$ cat config.mk
export PLATFORM = sky130hd
export DESIGN_NAME = pipe_scheduler
export DESIGN_NICKNAME = d
export VERILOG_FILES = /design/src/rtl/game_pkg.sv /design/src/rtl/lfsr16.sv /design/src/rtl/pipe_scheduler.sv
export SDC_FILE = /design/constraint.sdc
export NUM_CORES = 1
export LEC_CHECK = 0
export CORE_AREA = 2 2 103 105
export CTS_BUF_LIST = sky130_fd_sc_hd__clkbuf_4 sky130_fd_sc_hd__clkbuf_8
export CTS_CLUSTER_SIZE = 28
export DETAILED_ROUTE_END_ITERATION = 8
export DIE_AREA = 0 0 105 107
export DONT_BUFFER_PORTS = 1
export GPL_TIMING_DRIVEN = 0
export HOLD_SLACK_MARGIN = 0.15
export PLACE_DENSITY = 0.72
export SETUP_SLACK_MARGIN = 0.1
export SKIP_LAST_GASP = 1
export SLEW_MARGIN = 40
export SYNTH_ARGS = -nofsm -noshare
export SYNTH_HDL_FRONTEND = slang
export SYNTH_SLANG_ARGS = --single-unit
$ cat constraint.sdc
create_clock -name clk -period 7.6 [get_ports clk]
set_input_delay 2.28 -clock clk [delete_from_list [all_inputs] [get_ports clk]]
set_output_delay 2.28 -clock clk [all_outputs]
set_load 0.01 [all_outputs]
$ cat src/rtl/game_pkg.sv
// rtl/game_pkg.sv - shared state encoding, score limit and LFSR constants for the game blocks
package game_pkg;

  localparam logic [1:0] ST_IDLE   = 2'd0;
  localparam logic [1:0] ST_RUN    = 2'd1;
  localparam logic [1:0] ST_UPDATE = 2'd2;
  localparam logic [1:0] ST_FREEZE = 2'd3;

  typedef enum logic [1:0] {
    IDLE   = ST_IDLE,
    RUN    = ST_RUN,
    UPDATE = ST_UPDATE,
    FREEZE = ST_FREEZE
  } state_e;

  localparam int SCREEN_W  = 640;
  localparam int SCORE_MAX = 9999;

  localparam logic [15:0] LFSR_SEED = 16'hACE1;
  // Taps 16,14,13,11 expressed for a right-shifting register: bits 0,2,3,5.
  localparam logic [15:0] LFSR_TAPS = 16'h002D;

  function automatic logic [15:0] lfsr_next(input logic [15:0] s);
    return {^(s & LFSR_TAPS), s[15:1]};
  endfunction

endpackage

$ cat src/rtl/lfsr16.sv
// rtl/lfsr16.sv - free-running 16-bit Fibonacci LFSR used for pipe gap heights
module lfsr16
  import game_pkg::*;
(
  input  logic        clk,
  input  logic        reset,
  output logic [15:0] q
);

  logic [15:0] lfsr_q;

  always_ff @(posedge clk) begin
    if (reset) lfsr_q <= LFSR_SEED;
    else       lfsr_q <= lfsr_next(lfsr_q);
  end

  assign q = lfsr_q;

endmodule

$ cat src/rtl/pipe_scheduler.sv
// rtl/pipe_scheduler.sv - time-multiplexed pipe slot stepper with respawn and scoring
module pipe_scheduler
  import game_pkg::*;
#(
  parameter int N_PIPES     = 3,
  parameter int X0          = 210,
  parameter int SPACING     = 200,
  parameter int STEP        = 2,
  parameter int PIPE_W      = 52,
  parameter int GAP_MIN     = 100,
  parameter int GAP_BITS    = 8,
  parameter int SCORE_MAX_P = SCORE_MAX
) (
  input  logic                    clk,
  input  logic                    reset,
  input  logic                    game_en,
  input  logic                    frame_tick,
  input  logic [9:0]              bird_x,
  output logic [10*N_PIPES-1:0]   pipe_x,
  output logic [10*N_PIPES-1:0]   pipe_y,
  output logic                    score_tick,
  output logic [13:0]             score,
  output logic [1:0]              state,
  output logic                    overrun
);

  localparam int              IW   = (N_PIPES > 1) ? $clog2(N_PIPES) : 1;
  localparam logic [IW-1:0]   LAST = IW'(N_PIPES - 1);
  localparam logic [9:0]      WRAP = 10'(N_PIPES * SPACING - STEP);

  state_e               state_q, state_d;
  logic [IW-1:0]        idx_q, idx_d;
  logic [9:0]           x_q [N_PIPES];
  logic [9:0]           y_q [N_PIPES];
  logic [N_PIPES-1:0]   scored_q;
  logic [13:0]          score_q;
  logic                 score_tick_q;
  logic                 overrun_q;

  logic [15:0]          lfsr;
  logic                 lfsr_unused;
  logic [9:0]           cur_x, x_new;
  logic [10:0]          diff;
  logic                 respawn, clear, service;

  lfsr16 u_lfsr (
    .clk   (clk),
    .reset (reset),
    .q     (lfsr)
  );

  assign lfsr_unused = ^lfsr[15:GAP_BITS];

  // Shared slot datapath: a borrow out of the subtractor marks a slot leaving the left edge.
  always_comb begin
    cur_x   = x_q[idx_q];
    diff    = {1'b0, cur_x} - 11'(STEP);
    respawn = diff[10];
    x_new   = respawn ? (cur_x + WRAP) : diff[9:0];
    clear   = !scored_q[idx_q] && !respawn &&
              (({1'b0, x_new} + 11'(PIPE_W)) < {1'b0, bird_x});
  end

  always_comb begin
    state_d = state_q;
    idx_d   = idx_q;
    service = 1'b0;
    case (state_q)
      IDLE:   if (game_en) state_d = RUN;
      RUN: begin
        if (!game_en) begin
          state_d = FREEZE;
        end else if (frame_tick) begin
          state_d = UPDATE;
          idx_d   = '0;
        end
      end
      UPDATE: begin
        service = 1'b1;
        if (idx_q == LAST) state_d = game_en ? RUN : FREEZE;
        else               idx_d   = idx_q + 1'b1;
      end
      FREEZE: state_d = FREEZE;
      default: state_d = IDLE;
    endcase
  end

  always_ff @(posedge clk) begin
    if (reset) begin
      state_q      <= IDLE;
      idx_q        <= '0;
      scored_q     <= '0;
      score_q      <= '0;
      score_tick_q <= 1'b0;
      overrun_q    <= 1'b0;
      for (int i = 0; i < N_PIPES; i++) begin
        x_q[i] <= 10'(X0 + i * SPACING);
        y_q[i] <= 10'(GAP_MIN);
      end
    end else begin
      state_q      <= state_d;
      idx_q        <= idx_d;
      score_tick_q <= service && clear;
      if (service) begin
        x_q[idx_q] <= x_new;
        if (respawn) begin
          y_q[idx_q]      <= 10'(GAP_MIN) + 10'(lfsr[GAP_BITS-1:0]);
          scored_q[idx_q] <= 1'b0;
        end else if (clear) begin
          scored_q[idx_q] <= 1'b1;
        end
        if (clear && (score_q != 14'(SCORE_MAX_P))) score_q <= score_q + 1'b1;
      end
      if ((state_q == UPDATE) && frame_tick) overrun_q <= 1'b1;
    end
  end

  for (genvar g = 0; g < N_PIPES; g++) begin : g_out
    assign pipe_x[10*g +: 10] = x_q[g];
    assign pipe_y[10*g +: 10] = y_q[g];
  end

  assign score_tick = score_tick_q;
  assign score      = score_q;
  assign state      = state_q;
  assign overrun    = overrun_q;

endmodule

==> results of run 1 <==
registers in the layout, indices dropped and copies added, names as in the netlist, named ones only:
signal      flops
overrun         1
score_tick      1
u_lfsr.q       16
x_q            40
y_q            27
state           2
idx_q           2
score          14
critical path: cells and delay by family, from the launching register on:
| family | cells | cell delay (ns) |
|---|---|---|
| AO/OA/AOI/OAI | 6 | 1.78 |
| XOR/XNOR | 2 | 0.69 |
| adder cells (fa/ha/maj) | 2 | 0.50 |
| buffers and inverters | 4 | 0.60 |
| flip-flops | 1 | 0.34 |
| multiplexers | 2 | 0.95 |
| AND/OR/NAND/NOR | 4 | 1.50 |
cell usage in the layout, fill, tap and decap left out, types with 5 or more instances in the layout:
master / Yosys / final
clkbuf_1: 10 / 10
xnor2_1: 13 / 13
and3_1: 14 / 14
or4_1: 10 / 10
nor2_1: 43 / 43
inv_1: 28 / 28
nor2b_1: 11 / 11
nand2_1: 40 / 40
o21ai_1: 6 / 6
nand4_1: 5 / 5
edfxtp_1: 67 / 67
clkbuf_8: 0 / 10
or2_2: 9 / 9
nand3_1: 10 / 10
a21oi_1: 23 / 23
o31ai_1: 8 / 8
ha_1: 17 / 17
nand2b_1: 12 / 12
mux4_2: 10 / 10
dfxtp_1: 41 / 41
nor3_1: 6 / 6
worst min-delay path by stage:
stage | from | cells past startpoint | slack (ns) | end
final | u_lfsr.q[8]$_SDFF_PP0_ | 1 | 0.42 | u_lfsr.q[7]$_SDFF_PP1_
after global routing | u_lfsr.q[14]$_SDFF_PP0_ | 1 | 0.43 | u_lfsr.q[13]$_SDFF_PP1_
after CTS | u_lfsr.q[8]$_SDFF_PP0_ | 1 | 0.42 | u_lfsr.q[7]$_SDFF_PP1_
after detailed placement | u_lfsr.q[14]$_SDFF_PP0_ | 1 | 0.40 | u_lfsr.q[13]$_SDFF_PP1_
after global placement | u_lfsr.q[8]$_SDFF_PP0_ | 1 | 0.40 | u_lfsr.q[7]$_SDFF_PP1_
after floorplan | u_lfsr.q[11]$_SDFF_PP1_ | 1 | 0.39 | u_lfsr.q[10]$_SDFF_PP1_
through the flow:
| step | hold WS [ns] | instance area, µm² |
|---|---|---|
| after detailed placement | 0.399 | 5170 |
| after floorplan | 0.389 | 5000 |
| after global routing | 0.426 | 5380 |
| after CTS | 0.425 | 5380 |
| after global placement | 0.397 | 5170 |
| final | 0.421 | 5380 |
layout make-up:
class | instances | area [µm²] | share of cell area [%]
Buffer | 17 | 95.1 | 1.77
Clock buffer | 11 | 145 | 2.70
Clock inverter | 5 | 67.6 | 1.26
Inverter | 29 | 109 | 2.02
Multi-Input combinational cell | 288 | 1960 | 36.5
Sequential cell | 108 | 2830 | 52.6
Tap cell | 136 | 170 | 3.16
layer usage:
| metal | track usage (%) | vias to the layer above | share of wire [%] |
|---|---|---|---|
| li1 | - | 1602 | - |
| met1 | 26.0 | 1585 | 43 |
| met2 | 31.9 | 123 | 47 |
| met3 | 3.95 | 20 | 7.0 |
| met4 | 9.52 | 0 | 2.9 |
| met5 | 0 | - | 0 |
report_power, final:
part	leakage (nW)	internal (mW)	switching [mW]	total, mW
clock	0.109	0.170	0.197	0.367
sequential	0.937	0.637	0.0164	0.654
combinational	0.806	0.0332	0.0541	0.0873
total	1.85	0.840	0.267	1.11
cell families after synthesis:
kind of cell | after synthesis | synth area share [%]
flip-flops | 108 | 56.8
multiplexers | 15 | 5.67
other | 1 | 0.0751
AO/OA/AOI/OAI | 58 | 7.82
XOR/XNOR | 15 | 2.63
adder cells (fa/ha/maj) | 17 | 4.26
AND/OR/NAND/NOR | 180 | 18.7
buffers and inverters | 46 | 4.09
==> results.py, run 1 <==
metrics = {
    "drt": {
        "routed_wl_um": 10600,
        "antenna_left": 0,
        "viasPerCell": 5.61,
        "first_pass_iters": 4,
        "route.detailed.drc": 0,
        "routedWlPerCell_um": 17.9,
        "dr_total_vias": 3330,
        "first_iter_violations": 184,
    },
    "timing": {
        "hold_violations": 0,
        "setup_ws_ns": 1.11,
        "rsz0062_at_grt": "false",
        "fin_crit_ns": 6.49,
        "fin_worst_skew_ns": 0.0146,
        "period_share_pct": 85.3,
        "slew_viol_final": 0,
        "setup_tns_ns": 0,
        "max_freq_ghz": 0.154,
        "slew_headroom_pct": 58.3,
        "setup_violations": 0,
        "tightest_slew_ns": 0.626,
    },
    "placed_design": {
        "dp_slack_ns": 1.12,
        "dpl.hpwl_um": 7810,
        "io_buffer_count": 0,
        "placedCellCount": 578,
        "place.gp.congestion": 0.874,
    },
    "finish": {
        "finalNetCount": 484,
        "fin_util_pct": 53.3,
        "n_antenna_cell": 0,
        "fillCellCount": 892,
        "drive_gt1_share_pct": 11.1,
        "fin_cells": 594,
        "area_delta_synth_final_pct": 7.82,
    },
    "grt": {
        "grt_max_degree": 19,
        "gr-total-overflow": 0,
        "antenna_found_initial": 0,
        "grt_pass1_wl_um": 17000,
        "first_global_vias": 3259,
        "grt.total_usage_pct": 19.9,
    },
    "yosys": {
        "synth_seq_area_share_pct": 56.8,
        "synth.most_common_cell": "edfxtp_1",
        "synthArstFlopShare_pct": 0,
        "yosysWarnings": 0,
        "avgSynthCellArea_um2": 11.3,
        "yosysTopAreaCellShare_pct": 40.3,
        "synth_area_leaders": "edfxtp_1, dfxtp_1, mux4_2, ha_1, nor2_1",
        "syn_inst": 440,
        "synthesis.area_um2": 4990,
        "ys_ff_latch": 108,
        "synthFlopType": "edfxtp_1",
        "synth_common_cells": "edfxtp_1, nor2_1, dfxtp_1, nand2_1, inv_1",
        "yosys.area.top_type": "edfxtp_1",
        "synth_edf_count": 67,
        "synth_cell_types": 52,
    },
    "die": {
        "chipWidth_um": 105,
        "die_area_um2": 11200,
        "initial_core_util_pct": 49.5,
        "die-height_um": 107,
        "fp-row-count": 37,
        "ioPinCount": 92,
        "design.core.area_um2": 10100,
    },
    "worst_hold_path": {
        "hold_path.class": "reg -> reg",
    },
    "clock_tree": {
        "path_clk_slew_ns": 0.10,
        "clk_path_buf_depth": 2,
        "cts_root_buf": "clkbuf_8",
        "cts.hold.buffers_added": 0,
        "post_cts_resized": 0,
        "clk_latency_ns": 0.38,
        "numClockSinks": 108,
        "cts_tree": "done",
        "cts_buffers": 9,
        "h-tree-depth": 3,
        "post_cts_buffers": 0,
    },
    "worst_setup_path": {
        "r2r_cells": 20,
        "cp.arrival_ns": 6.76,
        "r2r-end": "score[4]$_SDFFE_PP0P_",
        "cpPeakStageDelay_ns": 0.62,
        "required_ns": 7.88,
        "crit_path_max_fanout": 10,
        "crit_type": "reg -> reg",
        "cp_cell_sequence": "buf_6 > mux4_2 > nor4_1 > nand3_1 > xnor2_1 > inv_1 > ha_1 > a2111oi_4 > inv_1 > nand3_1 > xnor2_1 > ha_1 > a211oi_1 > o21ai_0 > a221o_1 > a31oi_1 > o211ai_2 > buf_4 > nor4b_2 > mux2_4",
        "slowest_stage": "mux4_2",
        "critPathCapture": "score[4]$_SDFFE_PP0P_",
        "reg2reg_slack_ns": 1.11,
        "crit_path_start_kind": "flip-flop",
        "critPathCaptureType": "flip-flop",
    },
    "outcome": {
        "status": "completed",
    },
    "power_and_ir_drop": {
        "power_leakage_nw": 1.85,
        "vdd_drop_max_mv": 0.0803,
        "power_density_nw_per_um2": 206,
        "p_total_mw": 1.11,
    },
    "run": {
        "max_cap_violations": 0,
    },
}
Note: power is estimated with default switching activity, not from simulation.
==> run 2: changes to the inputs <==
CORE_AREA = 2 2 105 107   (was 2 2 103 105)
DIE_AREA = 0 0 107 109   (was 0 0 105 107)
SYNTH_HIERARCHICAL = 1   (was default)
==> run 2 against run 1 <==
  * Clock-buffer cell count decreased by 2
  * Sequential cell count unchanged
  * Clock power decreased by 1%
  * Worst setup slack improved by 0.88 ns
  * Critical path depth unchanged
  * Cell count increased by 3.9%
  * First-iteration DRC count increased by 16%
  * Sequential power about the same
==> results.py, run 2 <==
metrics = {
    "finish": {
        "multiInputGateArea_um2": 2120,
        "finalNetCount": 503,
        "drive_gt1_share_pct": 11.3,
        "regArea_um2": 2830,
        "largest_reg_flops": 40,
        "area_delta_synth_final_pct": 7.51,
        "n_antenna_cell": 0,
        "layout_common_cells": "edfxtp_1, nor2_1, nand2_1",
        "fin_util_pct": 52.5,
        "layout_commonest_cell": "edfxtp_1",
        "top_register": "x_q",
        "fillCellCount": 904,
    },
    "worst_setup_path": {
        "crit_type": "reg -> reg",
        "reg2reg_slack_ns": 2.00,
        "crit_path_max_fanout": 10,
        "required_ns": 7.85,
        "crit_path_start_kind": "flip-flop",
        "cp.arrival_ns": 5.85,
        "critPathCaptureType": "flip-flop",
    },
    "die": {
        "fp-row-count": 38,
        "design.core.area_um2": 10600,
        "chipWidth_um": 107,
        "initial_core_util_pct": 48.9,
        "ioPinCount": 92,
        "die-height_um": 109,
        "die_area_um2": 11700,
    },
    "timing": {
        "slew_viol_final": 0,
        "tightest_slew_ns": 0.605,
        "period_share_pct": 73.7,
        "hold_violations": 0,
        "setup_tns_ns": 0,
        "fin_worst_skew_ns": 0.0174,
        "setup_violations": 0,
        "fin_crit_ns": 5.60,
        "max_freq_ghz": 0.178,
        "slew_headroom_pct": 59.7,
        "rsz0062_at_grt": "false",
    },
    "clock_tree": {
        "clk_latency_ns": 0.38,
        "path_clk_slew_ns": 0.09,
        "post_cts_buffers": 0,
        "cts_buffers": 9,
        "cts_root_buf": "clkbuf_8",
        "post_cts_resized": 0,
        "numClockSinks": 108,
        "clk_path_buf_depth": 2,
        "cts_tree": "done",
        "cts.hold.buffers_added": 0,
        "h-tree-depth": 3,
    },
    "yosys": {
        "synth_area_leaders": "edfxtp_1, dfxtp_1, mux4_2, ha_1, nor2_1",
        "synthArstFlopShare_pct": 0,
        "synth_seq_area_share_pct": 54.7,
        "synth_cell_types": 56,
        "yosysTopAreaCellShare_pct": 38.8,
        "synthFlopType": "edfxtp_1",
        "synth_edf_count": 67,
        "synthesis.area_um2": 5180,
        "ys_ff_latch": 108,
        "yosys.area.top_type": "edfxtp_1",
        "synth_common_cells": "edfxtp_1, nor2_1, nand2_1, dfxtp_1, inv_1",
        "avgSynthCellArea_um2": 11.3,
        "synth.most_common_cell": "edfxtp_1",
        "yosysWarnings": 6,
        "syn_inst": 459,
    },
    "drt": {
        "dr_total_vias": 3474,
        "route.detailed.drc": 0,
        "first_pass_iters": 4,
        "routed_wl_um": 11400,
        "viasPerCell": 5.63,
        "antenna_left": 0,
        "routedWlPerCell_um": 18.5,
        "first_iter_violations": 213,
    },
    "outcome": {
        "status": "completed",
    },
    "placed_design": {
        "io_buffer_count": 0,
        "dpl.hpwl_um": 8310,
        "place.gp.congestion": 0.943,
    },
    "grt": {
        "grt_pass1_wl_um": 17900,
        "first_global_vias": 3438,
        "grt.total_usage_pct": 20.5,
        "antenna_found_initial": 0,
        "gr-total-overflow": 0,
        "grt_max_degree": 20,
    },
    "power_and_ir_drop": {
        "vdd_drop_max_mv": 0.111,
        "power_density_nw_per_um2": 208,
        "power_leakage_nw": 1.98,
    },
    "run": {
        "max_cap_violations": 0,
    },
    "worst_hold_path": {
        "hold_path.class": "reg -> reg",
    },
}
## run 2: cell families after synthesis
kind of cell | after synthesis | share of synthesized area (%)
xor gates and xnor gates | 16 | 2.85
adders and majority gates | 17 | 4.11
other | 1 | 0.0724
muxes | 17 | 5.80
AOI/OAI and AO/OA | 52 | 7.63
buffers and inverters | 50 | 4.64
and+or+nand+nor | 198 | 20.2
DFF | 108 | 54.7
## run 2: final cells by class
cell class | instances | share of cell area [%]
tap | 140 | 3.14
multi-input combinational | 303 | 38.0
buffer | 21 | 2.36
clock buffer | 9 | 2.22
sequential | 108 | 50.9
inverter | 29 | 1.95
clock inverter | 7 | 1.48
## run 2: routing by layer
metal	vias up	routed length, µm	part of all wire, %	track usage, %
met5	-	0	0	0
met2	131	5710	50	34.9
met1	1682	4680	41	25.1
met4	0	257	2.2	8.81
li1	1641	-	-	-
met3	20	788	6.9	4.60
## run 2: per-stage QoR
step / power [mW] / instances / cell area, µm² / hold slack [ns] / setup WS, ns
after CTS: 1.17 / 617 / 5570 / 0.415 / 2.07
after global routing: 1.21 / 617 / 5570 / 0.435 / 1.61
after detailed placement: 0.810 / 601 / 5360 / 0.393 / 2.11
after global placement: 0.805 / 601 / 5360 / 0.390 / 2.09
final: 1.16 / 617 / 5570 / 0.413 / 2.00
after floorplan: 0.773 / 461 / 5190 / 0.383 / 2.85
## run 2: worst max-delay path, cell delays in order (launching register included)
cell	delay, ns
dfxtp_1	0.34
buf_6	0.20
mux4_2	0.63
nor3_4	0.34
nand3_1	0.26
xnor2_1	0.51
inv_1	0.13
ha_1	0.23
nor2_1	0.19
a21oi_1	0.11
xnor2_1	0.15
ha_1	0.31
a211o_1	0.29
a221oi_1	0.20
a21oi_1	0.12
or3_1	0.37
clkbuf_2	0.19
buf_6	0.17
buf_2	0.18
o41ai_1	0.41
a21oi_1	0.12
## run 2: path summary, 6_finish.rpt
| check | startpoint | end | cells past startpoint |
|---|---|---|---|
| hold reg to reg | u_lfsr/q[8]$_SDFF_PP0_ | u_lfsr/q[7]$_SDFF_PP1_ | 1 |
| setup / recovery | flip-flop | score[12]$_SDFFE_PP0P_ | 20 |
| hold / removal | u_lfsr/q[8]$_SDFF_PP0_ | u_lfsr/q[7]$_SDFF_PP1_ | 1 |
| setup reg to reg | flip-flop | score[12]$_SDFFE_PP0P_ | 20 |
## run 2: where the power goes
| group | internal, mW | switching, mW | leakage [nW] |
|---|---|---|---|
| clock network | 0.158 | 0.204 | 0.107 |
| logic | 0.0536 | 0.0848 | 0.933 |
| registers | 0.639 | 0.0181 | 0.938 |
